<file path="src/rtl/sram_arb_pkg.sv">
// Shared types for the SLC-3 SRAM arbiter.
// Sequencer states, grant ids and the wait-counter width.
package sram_arb_pkg;

  typedef enum logic [1:0] {
    IDLE,
    SETUP,
    ACCESS,
    DONE
  } state_t;

  typedef enum logic {
    GNT_CPU,
    GNT_LD
  } grant_t;

  localparam int WAIT_W = 4;

endpackage

</file>
<file path="src/rtl/sram_wait_timer.sv">
// Loadable down-counter with a zero flag.
// Sets the length of the SRAM ACCESS phase.
module sram_wait_timer
  import sram_arb_pkg::*;
(
  input  logic              clk,
  input  logic              rst_n,
  input  logic              i_load,
  input  logic [WAIT_W-1:0] i_val,
  input  logic              i_dec,
  output logic              o_zero
);

  logic [WAIT_W-1:0] r_cnt;

  always_ff @(posedge clk or negedge rst_n) begin
    if (!rst_n) begin
      r_cnt <= '0;
    end else if (i_load) begin
      r_cnt <= i_val;
    end else if (i_dec && (r_cnt != '0)) begin
      r_cnt <= r_cnt - WAIT_W'(1);
    end
  end

  assign o_zero = (r_cnt == '0);

endmodule

</file>
<file path="src/rtl/sram_arbiter.sv">
// Two-port round-robin arbiter and strobe sequencer
// for the shared SLC-3 SRAM (CPU port and loader port).
module sram_arbiter
  import sram_arb_pkg::*;
#(
  parameter int ADDR_W   = 20,
  parameter int DATA_W   = 16,
  parameter int WAIT_CYC = 2
) (
  input  logic              Clk,
  input  logic              Reset_n,
  input  logic              cpu_req,
  input  logic              cpu_we,
  input  logic [ADDR_W-1:0] cpu_addr,
  input  logic [DATA_W-1:0] cpu_wdata,
  output logic [DATA_W-1:0] cpu_rdata,
  output logic              cpu_ack,
  input  logic              ld_req,
  input  logic              ld_we,
  input  logic [ADDR_W-1:0] ld_addr,
  input  logic [DATA_W-1:0] ld_wdata,
  output logic [DATA_W-1:0] ld_rdata,
  output logic              ld_ack,
  output logic [ADDR_W-1:0] sram_addr,
  input  logic [DATA_W-1:0] sram_dq_in,
  output logic [DATA_W-1:0] sram_dq_out,
  output logic              sram_dq_oe,
  output logic              sram_ce_n,
  output logic              sram_oe_n,
  output logic              sram_we_n,
  output logic              busy
);

  localparam logic [WAIT_W-1:0] LP_LOAD =
    WAIT_W'(WAIT_CYC - 1);

  logic r_rst_meta;
  logic r_rst_sync;
  logic w_rst_n;

  state_t r_state;
  state_t w_next;
  grant_t r_gnt;
  grant_t r_last;
  grant_t w_gnt;

  logic              r_we;
  logic [ADDR_W-1:0] r_addr;
  logic [DATA_W-1:0] r_wdata;
  logic [DATA_W-1:0] r_cpu_rdata;
  logic [DATA_W-1:0] r_ld_rdata;

  logic w_grant;
  logic w_load;
  logic w_dec;
  logic w_zero;
  logic w_busy;
  logic w_capture;

  // Reset asserts at once but releases on a clock edge.
  always_ff @(posedge Clk or negedge Reset_n) begin
    if (!Reset_n) begin
      r_rst_meta <= 1'b0;
      r_rst_sync <= 1'b0;
    end else begin
      r_rst_meta <= 1'b1;
      r_rst_sync <= r_rst_meta;
    end
  end

  assign w_rst_n = r_rst_sync;

  sram_wait_timer u_timer (
    .clk    (Clk),
    .rst_n  (w_rst_n),
    .i_load (w_load),
    .i_val  (LP_LOAD),
    .i_dec  (w_dec),
    .o_zero (w_zero)
  );

  always_comb begin
    w_next  = r_state;
    w_gnt   = GNT_CPU;
    w_grant = 1'b0;
    w_load  = 1'b0;
    w_dec   = 1'b0;
    unique case (r_state)
      IDLE: begin
        if (cpu_req || ld_req) begin
          w_grant = 1'b1;
          w_next  = SETUP;
          if (cpu_req && ld_req) begin
            w_gnt = (r_last == GNT_CPU) ?
                    GNT_LD : GNT_CPU;
          end else begin
            w_gnt = cpu_req ? GNT_CPU : GNT_LD;
          end
        end
      end
      SETUP: begin
        w_load = 1'b1;
        w_next = ACCESS;
      end
      ACCESS: begin
        if (w_zero) begin
          w_next = DONE;
        end else begin
          w_dec = 1'b1;
        end
      end
      DONE: begin
        w_next = IDLE;
      end
      default: begin
        w_next = IDLE;
      end
    endcase
  end

  always_ff @(posedge Clk or negedge w_rst_n) begin
    if (!w_rst_n) begin
      r_state <= IDLE;
      r_gnt   <= GNT_CPU;
      r_last  <= GNT_LD;
      r_we    <= 1'b0;
      r_addr  <= '0;
      r_wdata <= '0;
    end else begin
      r_state <= w_next;
      if (w_grant) begin
        r_gnt  <= w_gnt;
        r_last <= w_gnt;
        if (w_gnt == GNT_CPU) begin
          r_we    <= cpu_we;
          r_addr  <= cpu_addr;
          r_wdata <= cpu_wdata;
        end else begin
          r_we    <= ld_we;
          r_addr  <= ld_addr;
          r_wdata <= ld_wdata;
        end
      end
    end
  end

  assign w_capture = (r_state == ACCESS) &&
                     w_zero && !r_we;

  always_ff @(posedge Clk or negedge w_rst_n) begin
    if (!w_rst_n) begin
      r_cpu_rdata <= '0;
      r_ld_rdata  <= '0;
    end else if (w_capture) begin
      if (r_gnt == GNT_CPU) begin
        r_cpu_rdata <= sram_dq_in;
      end else begin
        r_ld_rdata <= sram_dq_in;
      end
    end
  end

  assign w_busy      = (r_state != IDLE);
  assign busy        = w_busy;
  assign sram_ce_n   = !w_busy;
  assign sram_oe_n   = !((r_state == ACCESS) && !r_we);
  assign sram_we_n   = !((r_state == ACCESS) && r_we);
  assign sram_dq_oe  = w_busy && r_we;
  assign sram_dq_out = sram_dq_oe ? r_wdata : '0;
  assign sram_addr   = r_addr;

  assign cpu_ack   = (r_state == DONE) &&
                     (r_gnt == GNT_CPU);
  assign ld_ack    = (r_state == DONE) &&
                     (r_gnt == GNT_LD);
  assign cpu_rdata = r_cpu_rdata;
  assign ld_rdata  = r_ld_rdata;

endmodule

</file>
<file path="config.mk">
export PLATFORM = sky130hd
export DESIGN_NAME = sram_arbiter
export DESIGN_NICKNAME = d
export VERILOG_FILES = /design/src/rtl/sram_arb_pkg.sv /design/src/rtl/sram_wait_timer.sv /design/src/rtl/sram_arbiter.sv
export SDC_FILE = /design/constraint.sdc
export NUM_CORES = 1
export LEC_CHECK = 0
export CAP_MARGIN = 25
export CORE_UTILIZATION = 40
export DETAILED_ROUTE_END_ITERATION = 7
export MAX_ROUTING_LAYER = met4
export PLACE_DENSITY = 0.78
export SLEW_MARGIN = 10
export SYNTH_ARGS = -nofsm -noshare
export SYNTH_HDL_FRONTEND = slang
export SYNTH_SLANG_ARGS = --single-unit
</file>
<file path="constraint.sdc">
create_clock -name Clk -period 7.45 [get_ports Clk]
set_input_delay 1.49 -clock Clk [delete_from_list [all_inputs] [get_ports Clk]]
set_output_delay 1.49 -clock Clk [all_outputs]
set_load 0.02 [all_outputs]
</file>
==> results of run 1 <==
==> synthesized netlist by cell type (2+ instances only) <==
master / number / area, um2
sky130_fd_sc_hd__inv_1: 7 / 26.3
sky130_fd_sc_hd__ha_1: 6 / 75.1
sky130_fd_sc_hd__or3_1: 2 / 12.5
sky130_fd_sc_hd__nor2b_1: 2 / 12.5
sky130_fd_sc_hd__a21oi_1: 41 / 205
sky130_fd_sc_hd__mux2_2: 23 / 259
sky130_fd_sc_hd__o21ai_1: 3 / 15.0
sky130_fd_sc_hd__nor2_1: 3 / 11.3
sky130_fd_sc_hd__clkbuf_1: 21 / 78.8
sky130_fd_sc_hd__nand2_1: 40 / 150
sky130_fd_sc_hd__o21ai_0: 72 / 360
sky130_fd_sc_hd__dfrtp_1: 78 / 1950
sky130_fd_sc_hd__mux2_4: 10 / 150
sky130_fd_sc_hd__and2_1: 17 / 106
sky130_fd_sc_hd__buf_2: 2 / 10.0
==> worst min-delay path by stage <==
stage,start,to,slack [ns],cells after the start
CTS,r_rst_meta,r_rst_sync,0.37,0
global placement,r_rst_meta,r_rst_sync,0.34,0
global route,r_rst_sync,cpu_rdata[1],0.34,0
detailed placement,r_rst_meta,r_rst_sync,0.34,0
finish,r_rst_sync,cpu_rdata[1],0.30,0
floorplan,r_rst_meta,r_rst_sync,0.33,0
==> metal layers <==
metal	vias up	wire, um
met5	-	0
met4	0	139
met3	11	553
met2	127	4820
met1	1483	4150
li1	1511	-
==> critical path, delay by kind of cell (launching register included) <==
kind	cells	cell delay, ns
AND/OR/NAND/NOR	2	0.43
adder cells (fa/ha/maj)	1	0.83
flip-flops	1	0.42
buffers and inverters	3	0.90
==> kinds of logic (layout without fill, tap and decap cells) <==
group,Yosys count,after routing,synth area share (%)
AO/OA/AOI/OAI,125,125,18.0
adder cells (fa/ha/maj),6,6,2.07
buffers and inverters,33,196,4.25
flip-flops,79,79,54.6
multiplexers,34,34,11.6
other,1,1,0.104
AND/OR/NAND/NOR,70,70,9.40
==> layout make-up <==
class	instances	area, um2	share of cell area (%)
repair buffers	173	1760	31.3
flip-flops and latches	79	1980	35.3
well taps	108	135	2.40
clock inverters	7	78.8	1.40
multi-input cells	236	1510	26.9
inverters	7	26.3	0.468
clock buffers	9	124	2.20
==> where the power goes <==
part	switching, mW	internal [mW]	leakage [nW]
logic	0.607	0.583	1.30
clock network	0.164	0.158	0.0929
registers	0.118	0.631	0.971
==> through the flow <==
step	setup WS [ns]	hold slack, ns	util, %	instances
floorplan	4.13	0.331	-	348
global placement	3.50	0.338	61.1	600
detailed placement	3.41	0.343	61.3	601
CTS	3.02	0.370	63.6	617
global route	2.88	0.340	64.1	619
finish	3.02	0.299	64.1	619
==> flip-flops by register name, summed over array words and instances, names as in the netlist <==
register / cells
cpu_rdata: 16
ld_rdata: 16
r_gnt: 1
r_last: 1
r_rst_meta: 1
r_rst_sync: 1
r_state: 2
r_wdata: 16
r_we: 1
sram_addr: 20
u_timer.r_cnt: 4
==> impl_summary.txt, run 1 <==
----------------------------------------------------
[Outcome]
  Result of the run ... finished clean

[Synthesis]
  Total standard cell area after synthesis ... 3620 um2
  Top FF cell, synth ... sky130_fd_sc_hd__dfrtp_1
  Distinct cells, synth ... 36
  Async set or reset register ratio after synthesis ... 100%
  Post-synth EDFFs ... 0
  Mean area per synthesized cell ... 10.4 um2
  Synth Register Bits ... 79
  Sequential fraction of the synthesis area ... a little over half
  Synthesized instance count ... ~350
  Number of nets in the synthesized netlist ... 448
  Synthesis Warnings ... 0

[GRT]
  Maximum number of pins on one net before global-route repair ... a little under 80
  Met3 routing resource usage after global routing ... 4.96%
  Global-route wire length before repair ... 15900 um
  Global Route Usage Sum ... ~22%
  Met1 Track Usage GR ... 25.4%
  Aggregate global routing overflow ... 0
  Grt peak-use layer ... met2
  Antenna violations before repair ... 0
  Vias in the first global route ... 3333
  Met2 demand-to-capacity share in global routing ... ~37%

[Floorplan]
  Floorplan row count ... 34
  Starting density of the core ... between 40% and 50%
  Number of ports placed on the die boundary ... 169
  Die area ... 9440 um2
  Core Area ... 8760 um2
  Overall die height ... 97.1 um
  Floorplan die width ... 97.1 um

[Clock network]
  Clock root buffer master ... sky130_fd_sc_hd__clkbuf_8
  Clock transition at the register clock pins on the worst setup and hold paths after CTS ... around 0.080 ns
  Number of CTS-inserted buffers ... 9
  Setup Fix Bufs, Post-CTS ... 0
  TritonCTS clock tree ... yes
  Later-pin clock latency in the skew report ... between 0.3 and 0.4 ns
  Number of buffers between clock root and the deepest sink ... 2
  Clock sink count ... 79
  H-tree levels ... 3
  Post-CTS resize count ... 0
  CTS Hold Bufs ... 0

[Placement]
  Detailed placement HPWL ... 6660 um
  Port bufs ... 168
  Placed Area ... approximately 5400 um2
  GPL Wtd Cong ... 0.755

[Run]
  Max_cap viols ... 0

[Critical path]
  Endpoint of the most critical register-to-register path ... r_wdata[4]
  R2r startpoint ... r_state[0]
  End point of the critical path ... sram_dq_out[4]
  Critical Path Source Type ... register
  Setup slack of the worst register-to-register path ... 4.99 ns
  Slowest-stage cell, CP ... sky130_fd_sc_hd__ha_2
  Number of cells on the worst reg-to-reg path ... 6
  Critical path fanouts, max ... 46
  Data required, critical path ... 5.96 ns
  CP cell instances ... inv_1 > ha_2 > nor2b_1 > buf_4 > and2_1 > clkdlybuf4s50_1
  Critical path startpoint ... r_state[0]
  Endpoint type of the worst setup path ... primary output
  Maximum single-stage delay on the critical path ... 0.83 ns
  Data arrival time of the critical path ... 2.94 ns
  Critical path type ... register to primary output

[Layout]
  Area overhead of the layout relative to synthesis ... 55.2%
  Post-layout nets ... just over 600
  Final standard cell area without fillers ... 5620 um2
  Fill count ... 746
  Count of antenna diodes in the layout ... 0
  Commonest cells after routing, fill and taps aside ... sky130_fd_sc_hd__clkdlybuf4s50_1, sky130_fd_sc_hd__dfrtp_1, sky130_fd_sc_hd__o21ai_0
  Most frequent standard cell in the layout excluding fill and tap cells ... sky130_fd_sc_hd__clkdlybuf4s50_1
  Share of post-route cells with drive strength above 1 ... 11.9%

[STA]
  Pins over their slew limit ... 0
  Endpoints failing hold ... 0
  Setup repair after global routing missed its margin ... false
  Final setup violation count ... 0
  Highest achievable clock rate ... 226 MHz
  Max transition margin ... 32.1%
  Post-Route Setup TNS ... 0 ns
  Minimum clock period ... 4.43 ns
  Slew at the pin closest to its max-slew limit ... 1.02 ns
  Share of the clock period used by the worst path ... approximately three fifths
  Setup Skew ... 0.0118 ns

[Power and ir drop]
  Overall power after layout ... between 2 and 2.5 mW
  Power density over the cells ... ~400 nW/um2
  Leakage power total ... 2.36 nW
  Maximum resistive drop on vdd ... approximately 0.18 mV

[Hold path]
  Hold WC Path Type ... register to async pin

[Drt]
  Pre-Repair DR Iteration Count ... 4
  Number of antenna-violating nets in the routed design ... 0
  Initial drt markers ... 85
  Total via count after detailed routing ... ~3100
  Avg WL per Cell ... 15.6 um
  DRC viols ... 0
  Number of vias per cell ... just over 5
  WL final ... 9670 um

----------------------------------------------------
No activity file was read; power rests on OpenSTA's default activity.
==> run 2, diff against run 1 <==
- clock period: 7.45 -> 4.48 ns (I/O delays scaled with it)
==> run 2 against run 1 <==
Via count increased by 0.19%. Critical path type unchanged. Largest cell class unchanged. Sequential share of layout area increased by 0.095 points. Sequential power grew 67%. Final area shrank 0.27%. Sequential cell count did not move.
==> impl_summary.txt, run 2 (synthesized netlist as in run 1, its figures left out) <==
----------------------------------------------------
[Outcome]
  Result of the run ... finished clean

[Power and ir drop]
  Maximum resistive drop on vdd ... 0.245 mV
  Leakage power total ... 2.37 nW
  Overall power after layout ... 3.72 mW
  Power density over the cells ... 663 nW/um2

[STA]
  Endpoints failing hold ... 0
  Max transition margin ... 31.3%
  Setup repair after global routing missed its margin ... false
  Final setup violation count ... 0
  Setup Skew ... 0.0106 ns
  Highest achievable clock rate ... 310 MHz
  Minimum clock period ... 3.23 ns
  Post-Route Setup TNS ... 0 ns
  Share of the clock period used by the worst path ... between 70% and 80%
  Slew at the pin closest to its max-slew limit ... 1.03 ns
  Pins over their slew limit ... 0

[Layout]
  Number of flip-flops under the largest register name ... 20
  Post-layout nets ... ~610
  Count of non-filler cells in the finished layout ... 620
  Final design utilization ... 63.9%
  Fill count ... 702
  Share of post-route cells with drive strength above 1 ... 12.1%
  Count of antenna diodes in the layout ... 0
  Area used by multi-input combinational logic ... 1510 um2
  Area overhead of the layout relative to synthesis ... 54.8%
  Commonest cells after routing, fill and taps aside ... sky130_fd_sc_hd__clkdlybuf4s50_1, sky130_fd_sc_hd__dfrtp_1, sky130_fd_sc_hd__o21ai_0
  Final standard cell area without fillers ... 5600 um2
  Most frequent standard cell in the layout excluding fill and tap cells ... sky130_fd_sc_hd__clkdlybuf4s50_1
  Area occupied by registers ... ~2000 um2

[Critical path]
  Worst Path Buf+Inv ... 3
  Critical Path Source Type ... register
  Maximum single-stage delay on the critical path ... 0.59 ns
  Endpoint type of the worst setup path ... primary output
  Setup slack of the worst register-to-register path ... 2.00 ns
  Crit-path leading delay family ... buffers and inverters
  Critical path type ... register to primary output
  R2r startpoint ... u_timer.r_cnt[0]
  Number of cells on the worst reg-to-reg path ... 5
  Critical path fanouts, max ... 14
  CP cell instances ... inv_1 > ha_2 > nor2b_1 > buf_4 > and2_1 > clkdlybuf4s50_1
  Slowest-stage cell, CP ... sky130_fd_sc_hd__clkdlybuf4s50_1
  Data arrival time of the critical path ... roughly 2.3 ns
  Endpoint of the most critical register-to-register path ... cpu_rdata[0]
  Data required, critical path ... about 3.6 ns

[Floorplan]
  Number of ports placed on the die boundary ... around 170
  Die area ... 9440 um2
  Starting density of the core ... 41.3%
  Core Area ... 8760 um2
  Floorplan die width ... 97.1 um
  Overall die height ... 97.1 um
  Floorplan row count ... 34

[Drt]
  Avg WL per Cell ... 15.9 um
  Total via count after detailed routing ... 3138
  Pre-Repair DR Iteration Count ... 4
  Initial drt markers ... 76
  Number of vias per cell ... 5.06
  Number of antenna-violating nets in the routed design ... 0
  DRC viols ... 0
  WL final ... 9870 um

[Placement]
  Detailed placement HPWL ... 6880 um
  Placed Area ... 5380 um2
  Port bufs ... 168
  Placed insts ... 602
  GPL Wtd Cong ... 0.729

[Clock network]
  H-tree levels ... 3
  Clock sink count ... between 70 and 80
  Post-CTS resize count ... 0
  Number of CTS-inserted buffers ... 9
  Number of buffers between clock root and the deepest sink ... 2
  Later-pin clock latency in the skew report ... between 0.3 and 0.4 ns
  Clock transition at the register clock pins on the worst setup and hold paths after CTS ... 0.08 ns
  Clock root buffer master ... sky130_fd_sc_hd__clkbuf_8
  TritonCTS clock tree ... yes
  Setup Fix Bufs, Post-CTS ... 0
  CTS Hold Bufs ... 0

[Hold path]
  Hold WC Path Type ... register to async pin

[GRT]
  Global Route Usage Sum ... 21.7%
  Maximum number of pins on one net before global-route repair ... 78
  Global-route wire length before repair ... 15800 um
  Vias in the first global route ... 3179
  Antenna violations before repair ... 0
  Aggregate global routing overflow ... 0

[Run]
  Max_cap viols ... 0

----------------------------------------------------
-- run 2: cell count changes in the layout (fill, tap and decap cells not counted) --
cell	change
sky130_fd_sc_hd__clkinv_4	+2
sky130_fd_sc_hd__clkinvlp_4	-2
sky130_fd_sc_hd__buf_4	+1
sky130_fd_sc_hd__bufinv_16	-1
sky130_fd_sc_hd__clkinv_2	+1
-- run 2: worst reg2reg max path: cells and delay by family, from the launching register on --
family / cells / cell delay [ns]
adders and majority gates: 1 / 0.21
and+or+nand+nor: 2 / 1.21
muxes: 1 / 0.45
buffers and inverters: 1 / 0.12
DFF: 1 / 0.39
-- run 2: per-layer routing --
| layer | vias to the layer above | track usage [%] | share of wire, % |
|---|---|---|---|
| li1 | 1517 | - | - |
| met1 | 1486 | 26.0 | 43 |
| met2 | 124 | 36.7 | 50 |
| met3 | 11 | 4.53 | 5.7 |
| met4 | 0 | 6.77 | 1.1 |
| met5 | - | - | 0 |
-- run 2: power breakdown --
group	switching (mW)	leakage, nW	internal, mW
combinational	1.02	1.30	0.959
clock	0.279	0.0906	0.208
sequential	0.202	0.971	1.05
-- run 2: cell type report --
type	instances	share of cell area [%]
flip-flops and latches	79	35.4
multi-input cells	236	27.0
repair buffers	174	31.5
clock inverters	7	1.00
well taps	108	2.41
clock buffers	9	2.21
inverters	7	0.469
-- run 2: how the worst max path moves through the flow --
| stage | startpoint | to | cells past startpoint |
|---|---|---|---|
| after floorplan | r_state[0] | sram_dq_out[10] | 6 |
| after global placement | r_state[0] | sram_dq_out[3] | 5 |
| after detailed placement | ld_req | sram_addr[19] | 4 |
| after CTS | r_state[0] | sram_dq_out[1] | 6 |
| after global routing | r_state[0] | sram_dq_out[6] | 6 |
| final | r_state[0] | sram_dq_out[8] | 6 |
-- run 2: metrics by stage --
| stage | hold WS, ns | setup WS (ns) |
|---|---|---|
| CTS | 0.359 | 1.24 |
| detailed placement | 0.343 | 1.56 |
| global placement | 0.336 | 1.17 |
| floorplan | 0.331 | 1.76 |
| finish | 0.312 | 1.25 |
| global route | 0.358 | 1.15 |
